### config.mk
export PLATFORM = sky130hd
export DESIGN_NAME = periferico_uart_tx
export DESIGN_NICKNAME = d
export VERILOG_FILES = /design/src/rtl/periferico_uart_tx.sv
export SDC_FILE = /design/constraint.sdc
export NUM_CORES = 1
export LEC_CHECK = 0
export CAP_MARGIN = 5
export CORE_ASPECT_RATIO = 0.8
export CORE_UTILIZATION = 46
export DETAILED_ROUTE_END_ITERATION = 6
export PLACE_DENSITY = 0.95
export SYNTH_ARGS = -nofsm -noshare
export SYNTH_HDL_FRONTEND = slang
export SYNTH_SLANG_ARGS = --single-unit
export TNS_END_PERCENT = 30
### constraint.sdc
create_clock -name clk_i -period 2.95 [get_ports clk_i]
set_clock_uncertainty 0.1 [all_clocks]
set_input_delay 0.4425 -clock clk_i [delete_from_list [all_inputs] [get_ports clk_i]]
set_output_delay 0.4425 -clock clk_i [all_outputs]
set_load 0.02 [all_outputs]
### src/rtl/periferico_uart_tx.sv
// Memory-mapped 8N1 UART transmitter with CTRL (SEND) and DATA registers.
// Software loads DATA, sets SEND; hardware clears SEND when the stop bit ends.
module periferico_uart_tx #(
    parameter int unsigned BAUD_DIV = 868
) (
    input  logic        clk_i,
    input  logic        rst_i,
    input  logic        we_ctrl_i,
    input  logic        we_data_i,
    input  logic        reg_sel_i,
    input  logic [31:0] wr_data_i,
    output logic [31:0] rd_data_o,
    output logic        tx_o,
    output logic        busy_o
);

    localparam int unsigned CNT_W = (BAUD_DIV > 2) ? $clog2(BAUD_DIV) : 1;
    localparam int unsigned BIT_W = 3;
    localparam logic [CNT_W-1:0] CNT_MAX  = CNT_W'(BAUD_DIV - 1);
    localparam logic [BIT_W-1:0] BIT_LAST = BIT_W'(7);

    typedef enum logic [1:0] {
        ST_IDLE  = 2'd0,
        ST_START = 2'd1,
        ST_DATA  = 2'd2,
        ST_STOP  = 2'd3
    } state_t;

    state_t           state_q, state_d;
    logic [CNT_W-1:0] cnt_q, cnt_d;
    logic [BIT_W-1:0] bit_q, bit_d;
    logic [7:0]       shift_q, shift_d;
    logic [7:0]       data_q, data_d;
    logic             send_q, send_d;
    logic             tx_q, tx_d;
    logic             busy_q, busy_d;
    logic             bit_end;

    // Upper store-data bits have no register behind them.
    logic unused_wr_bits;
    assign unused_wr_bits = ^wr_data_i[31:8];

    assign bit_end = (cnt_q == CNT_MAX);

    // State register and datapath flops; reset aborts any frame in progress.
    always_ff @(posedge clk_i) begin
        if (rst_i) begin
            state_q <= ST_IDLE;
            cnt_q   <= '0;
            bit_q   <= '0;
            shift_q <= '0;
            data_q  <= '0;
            send_q  <= 1'b0;
            tx_q    <= 1'b1;
            busy_q  <= 1'b0;
        end else begin
            state_q <= state_d;
            cnt_q   <= cnt_d;
            bit_q   <= bit_d;
            shift_q <= shift_d;
            data_q  <= data_d;
            send_q  <= send_d;
            tx_q    <= tx_d;
            busy_q  <= busy_d;
        end
    end

    // Next-state, register writes and next line level.
    always_comb begin
        state_d = state_q;
        cnt_d   = cnt_q;
        bit_d   = bit_q;
        shift_d = shift_q;
        data_d  = data_q;
        send_d  = send_q;
        tx_d    = tx_q;

        unique case (state_q)
            ST_IDLE: begin
                cnt_d = '0;
                bit_d = '0;
                tx_d  = 1'b1;
                // Registers are writable only while idle.
                if (we_data_i) begin
                    data_d = wr_data_i[7:0];
                end
                if (we_ctrl_i) begin
                    send_d = wr_data_i[0];
                end
                // Launch uses the values held before this edge's writes.
                if (send_q) begin
                    state_d = ST_START;
                    shift_d = data_q;
                    tx_d    = 1'b0;
                end
            end

            ST_START: begin
                tx_d = 1'b0;
                if (bit_end) begin
                    cnt_d   = '0;
                    state_d = ST_DATA;
                    tx_d    = shift_q[0];
                end else begin
                    cnt_d = cnt_q + CNT_W'(1);
                end
            end

            ST_DATA: begin
                if (bit_end) begin
                    cnt_d   = '0;
                    bit_d   = bit_q + BIT_W'(1);
                    shift_d = {1'b0, shift_q[7:1]};
                    if (bit_q == BIT_LAST) begin
                        state_d = ST_STOP;
                        tx_d    = 1'b1;
                    end else begin
                        tx_d = shift_q[1];
                    end
                end else begin
                    cnt_d = cnt_q + CNT_W'(1);
                end
            end

            ST_STOP: begin
                tx_d = 1'b1;
                if (bit_end) begin
                    cnt_d   = '0;
                    state_d = ST_IDLE;
                    send_d  = 1'b0;
                end else begin
                    cnt_d = cnt_q + CNT_W'(1);
                end
            end

            default: begin
                state_d = ST_IDLE;
                tx_d    = 1'b1;
            end
        endcase

        busy_d = (state_d != ST_IDLE);
    end

    // Zero-latency register read path.
    always_comb begin
        rd_data_o = reg_sel_i ? {24'b0, data_q} : {31'b0, send_q};
    end

    assign tx_o   = tx_q;
    assign busy_o = busy_q;

endmodule

; After elaboration in Yosys (flattened, before gate mapping)
; Cells that the tools add are included.
[op_classes]
add_sub_neg = 2
n_eq_ne = 9
muxes = 22
reduce_logical = 9
[op_table]
columns = cell, count
row1 = 8-bit 2-to-1 mux, 3
row2 = 10-bit case mux with 2 select lines, 1
row3 = 8-bit case mux with 2 select lines, 1
row4 = "10-bit by 1-bit adder with 10-bit output, second input constant", 1
row5 = "10-bit equality test, second input constant", 1
row6 = 10-bit 2-to-1 mux, 1
row7 = 2-bit 2-to-1 mux, 5
row8 = "2-bit inequality test, second input constant", 4
row9 = 2-bit case mux with 4 select lines, 1
row10 = 1-bit 2-to-1 mux, 6
row11 = 3-bit case mux with 2 select lines, 1
row12 = 3-bit AND reduction, 2
row13 = 2-bit nonzero test, 3
row14 = "2-bit equality test, second input constant", 2
row15 = 1-bit case mux with 4 select lines, 1
row16 = 2-bit AND reduction, 2
row17 = "3-bit by 1-bit adder with 3-bit output, second input constant", 1
row18 = "3-bit equality test, second input constant", 1
row19 = 3-bit 2-to-1 mux, 1
row20 = 3-bit OR reduction, 1
row21 = "2-bit by 1-bit equality test with 1-bit output, second input constant", 1
row22 = 2-bit logical NOT, 1
row23 = 1-bit case mux with 2 select lines, 1
[totals]
register_bits = 34
inputBits = 37
output_inout_bits = 34
wordCells = 50

; Depth between registers and ports, before layout
[logic_depth]
ltp_word = 5
mapped_depth = 7
depth_no_buf = 6

; Worst setup path before layout
; Ideal clock, no wire load.
[synth_timing]
path_type = flip-flop to flip-flop
start = register bit_q[0]
end = register tx_q, in the netlist tx_o
setup_ns = 0.136
arrival_time_ns = 1.577
path_slack_ns = 1.137
stages_incl_launch_ff = 7
path_buffers = 0
synth_period_minus_slack_ns = 1.813
cell_sequence = dfxtp_1 > ha_1 > ha_1 > or4b_1 > a21oi_1 > a21boi_0 > o221ai_1
[synth_via]
elab_chain_len = 4
[synth_lines]
columns = item, line
row1 = start: declaration, 31  ; logic [BIT_W-1:0] bit_q, bit_d;
row2 = start signal: assignment, 59  ; bit_q <= bit_d;
row3 = 3-bit equality test, 114  ; if (bit_q == BIT_LAST) begin
row4 = 1-bit 2-to-1 mux, 114
row5 = 1-bit 2-to-1 mux, 110  ; if (bit_end) begin
row6 = 1-bit case mux with 4 select lines, 78  ; unique case (state_q)
row7 = end signal: assignment, 63  ; tx_q <= tx_d;
row8 = end: declaration, 35  ; logic tx_q, tx_d;
; No other way between the ends. The select of a mux whose other input is x is not followed.
; A chain may end at the register's enable or synchronous reset.

; Worst setup path after layout
[layout_timing]
start = input reg_sel_i
end = output rd_data_o[0]
[layout_via]
elab_chain_len = 1
[layout_lines]
columns = item, line
row1 = start: declaration, 10  ; input logic reg_sel_i,
row2 = 8-bit 2-to-1 mux, 147  ; rd_data_o = reg_sel_i ? {24'b0, data_q} : {31'b0, send_q};
row3 = end: declaration, 12  ; output logic [31:0] rd_data_o,
; No other way between the ends.

==> out/results.txt <==
Status - finished with violations
Failing checks - design-rule violations
Worst EP arrival - 2.01 ns
Die width - 71.4 µm
Hold path cells - 2
Fin nets - 264
Tcrit/Tclk final - 0.864
Ys flop type - dfxtp_1
Syn. warnings - 0
Clock sinks - 34
Clk slew on worst S/H paths - 0.07 ns
Synthesis-stage register bit count - 34
Period minus WS final - 2.55 ns
Crit path max-delay family - buffers and inverters
Setup TNS Final - 0 ns
Reg2reg end - tx_o$_SDFFE_PP1P_
Vias/cell - 5.36
Pwr dens - 518 mW/mm²
Register area share after synthesis - 0.384
Max clock buf depth - 2
Average cell area after synthesis - 8.65 µm²
WL/cell - 13.0 µm
First DRT Iteration DRCs - 77
# rows - 19
Slowest stage cell, crit path - clkdlybuf4s50_1
IO Pins - 71
Synth unique cells - 39
Vias in the first global route - 1189
Tot GR Track Use - 0.177
WS Path Type - in -> out
Area after DPL - 0.00189 mm²
Max cap viols - 0
CTS tree - built
Buf/Inv on CP - 2
Initial antenna violation count - 0
DRC Markers - 4
Pre-Repair DR Iteration Count - 6
Ant. Diodes - 0
Crit path top cell by count - clkdlybuf4s50_1
Count of pins over their slew limit - 0
GPL Wtd Cong - 0.821
Synth area leaders - dfxtp_1 38%, buf_4 10%, a21oi_1 5.4%
Critical Path Sink Type - primary output
RSZ-0062 raised after global routing - false
Leak - 0.727 nW
Global-route wire length before repair - 5530 µm
Final wirelength - 3470 µm
Layout cells sized above 1 - 0.0622
CTS root buf - clkbuf_8
Hold Crit Start - data_q[5]$_SDFFE_PP0P_
FF-to-FF Start - bit_q[0]$_SDFFE_PP0P_
Endpoints failing setup - 0
IR Drop Worst-Case VDD - 0.292 mV
Detail Route Antenna Nets - 0
Crit-path max FO - 8
Mapped Area - 0.00177 mm²
Largest net degree at the start of global routing - 19
Yosys top cell by area - dfxtp_1
R2R depth - 6
DP HPWL - 2430 µm
Max Clock Freq - 0.393 GHz
CTS Hold Bufs - 0
WP data required - 2.41 ns
Via count - 1430
Total core area - 0.00357 mm²
Endpoints failing hold - 0
Post-synth EDFFs - 0
Initial core utilization - 0.497
Resize count post-CTS - 0
R2r setup slk - 0.98 ns
Chip Height - 57.5 µm
Slew @ Worst Pin - 0.512 ns
Num CTS Buffers - 5
Synth top area share - 0.384
Clk Latency, worst-skew pair - 0.29 ns
Crit path launch type - input port
Htree depth - 2
Number of setup buffers added after CTS - 0
Hold worst-path end - data_q[5]$_SDFFE_PP0P_
Layout area overhead - 12.8%
Syn Inst Count - 205
Design area - 0.00200 mm²
DIE AREA - 0.00411 mm²
Grt ovf - 0
Worst path cell trace - clkdlybuf4s50_1 -> mux2_2 -> clkdlybuf4s50_1
Max stage delay on crit path - 0.64 ns
Post-synth ARST share - 0
Fill cell count - 319
Hold Path Class - reg -> reg
Relative max-transition margin - 0.657
Port Buffer Count - 22
Yosys cell counts, types with 2 or more instances:
library cell / count
nand4_1: 4
buf_6: 4
xor2_1: 5
a311oi_1: 8
ha_1: 3
a21oi_1: 19
and3_2: 2
clkbuf_1: 5
nor2_1: 18
xnor2_1: 4
mux2i_1: 7
nor3_1: 3
nand2_1: 21
inv_1: 3
buf_4: 24
dfxtp_1: 34
and2_1: 8
o21ai_0: 4
nand3_1: 9
per-layer routing:
metal / GRT usage / share of wire / vias up
met3: 0.0671 / 0.054 / 10
met4: 0.0686 / 0.025 / 0
met5: 0 / 0 / -
li1: - / - / 698
met1: 0.234 / 0.47 / 667
met2: 0.261 / 0.45 / 55
tightest hold or removal path: stages (launching register included):
cell and delay, ns:
dfxtp_1 0.32, nand2_1 0.05, a21oi_1 0.05
kinds of logic (layout without fill, tap and decap cells):
group,count (synthesis),in the layout,share of synthesized area
and+or+nand+nor,73,73,0.213
buffers and inverters,39,36,0.151
AOI/OAI and AO/OA,38,38,0.138
DFF,34,34,0.384
xor gates and xnor gates,9,9,0.0445
muxes,8,8,0.0459
adders and majority gates,3,3,0.0212
other,1,24,0.00212
registers in the layout (all words and copies together), names as in the netlist:
signal,cells
send_q,1
busy_o,1
state_q,2
data_q,8
cnt_q,10
tx_o,1
shift_q,8
bit_q,3
layout by cell type (no fill, tap or decap), types with 7 or more instances in the layout:
cell type / instances
clkdlybuf4s50_1: 22
nand2_1: 21
a21oi_1: 19
conb_1: 24
a311oi_1: 8
dfxtp_1: 34
mux2i_1: 7
nor2_1: 18
and2_1: 8
nand3_1: 9
through the flow:
| step | hold WS (ns) | total power [mW] | utilization | worst slack, ns | cells |
|---|---|---|---|---|---|
| after floorplan | 0.341 | 0.614 | - | 1.14 | 228 |
| after CTS | 0.369 | 1.04 | 0.561 | 0.412 | 267 |
| after global placement | 0.358 | 0.625 | 0.531 | 0.431 | 259 |
| after global routing | 0.391 | 1.07 | 0.561 | 0.382 | 267 |
| final | 0.366 | 1.04 | 0.561 | 0.402 | 267 |
| after detailed placement | 0.360 | 0.630 | 0.531 | 0.426 | 259 |
worst max path at each step:
stage | slack, ns | startpoint | to | cells after the start
2_1_floorplan | 1.14 | bit_q[0]$_SDFFE_PP0P_ | tx_o$_SDFFE_PP1P_ | 6
5_1_grt | 0.38 | reg_sel_i | rd_data_o[0] | 3
6_report | 0.40 | reg_sel_i | rd_data_o[0] | 3
3_5_place_dp | 0.43 | reg_sel_i | rd_data_o[0] | 3
4_1_cts | 0.41 | reg_sel_i | rd_data_o[0] | 3
3_3_place_gp | 0.43 | reg_sel_i | rd_data_o[0] | 3
area by class of cell:
| type | instances | area [µm²] | share of cell area |
|---|---|---|---|
| Clock inverter | 1 | 30.0 | 0.0150 |
| Sequential cell | 34 | 681 | 0.340 |
| Timing Repair Buffer | 24 | 235 | 0.118 |
| Multi-Input combinational cell | 155 | 911 | 0.455 |
| Inverter | 4 | 15.0 | 0.00750 |
| Tap cell | 42 | 52.6 | 0.0263 |
| Clock buffer | 7 | 76.3 | 0.0381 |
power by group:
part / total [mW] / switching [mW] / internal (mW)
clock network: 0.415 / 0.162 / 0.252
logic: 0.129 / 0.0803 / 0.0488
registers: 0.493 / 0.0153 / 0.478
(Power assumes the default switching activity.)
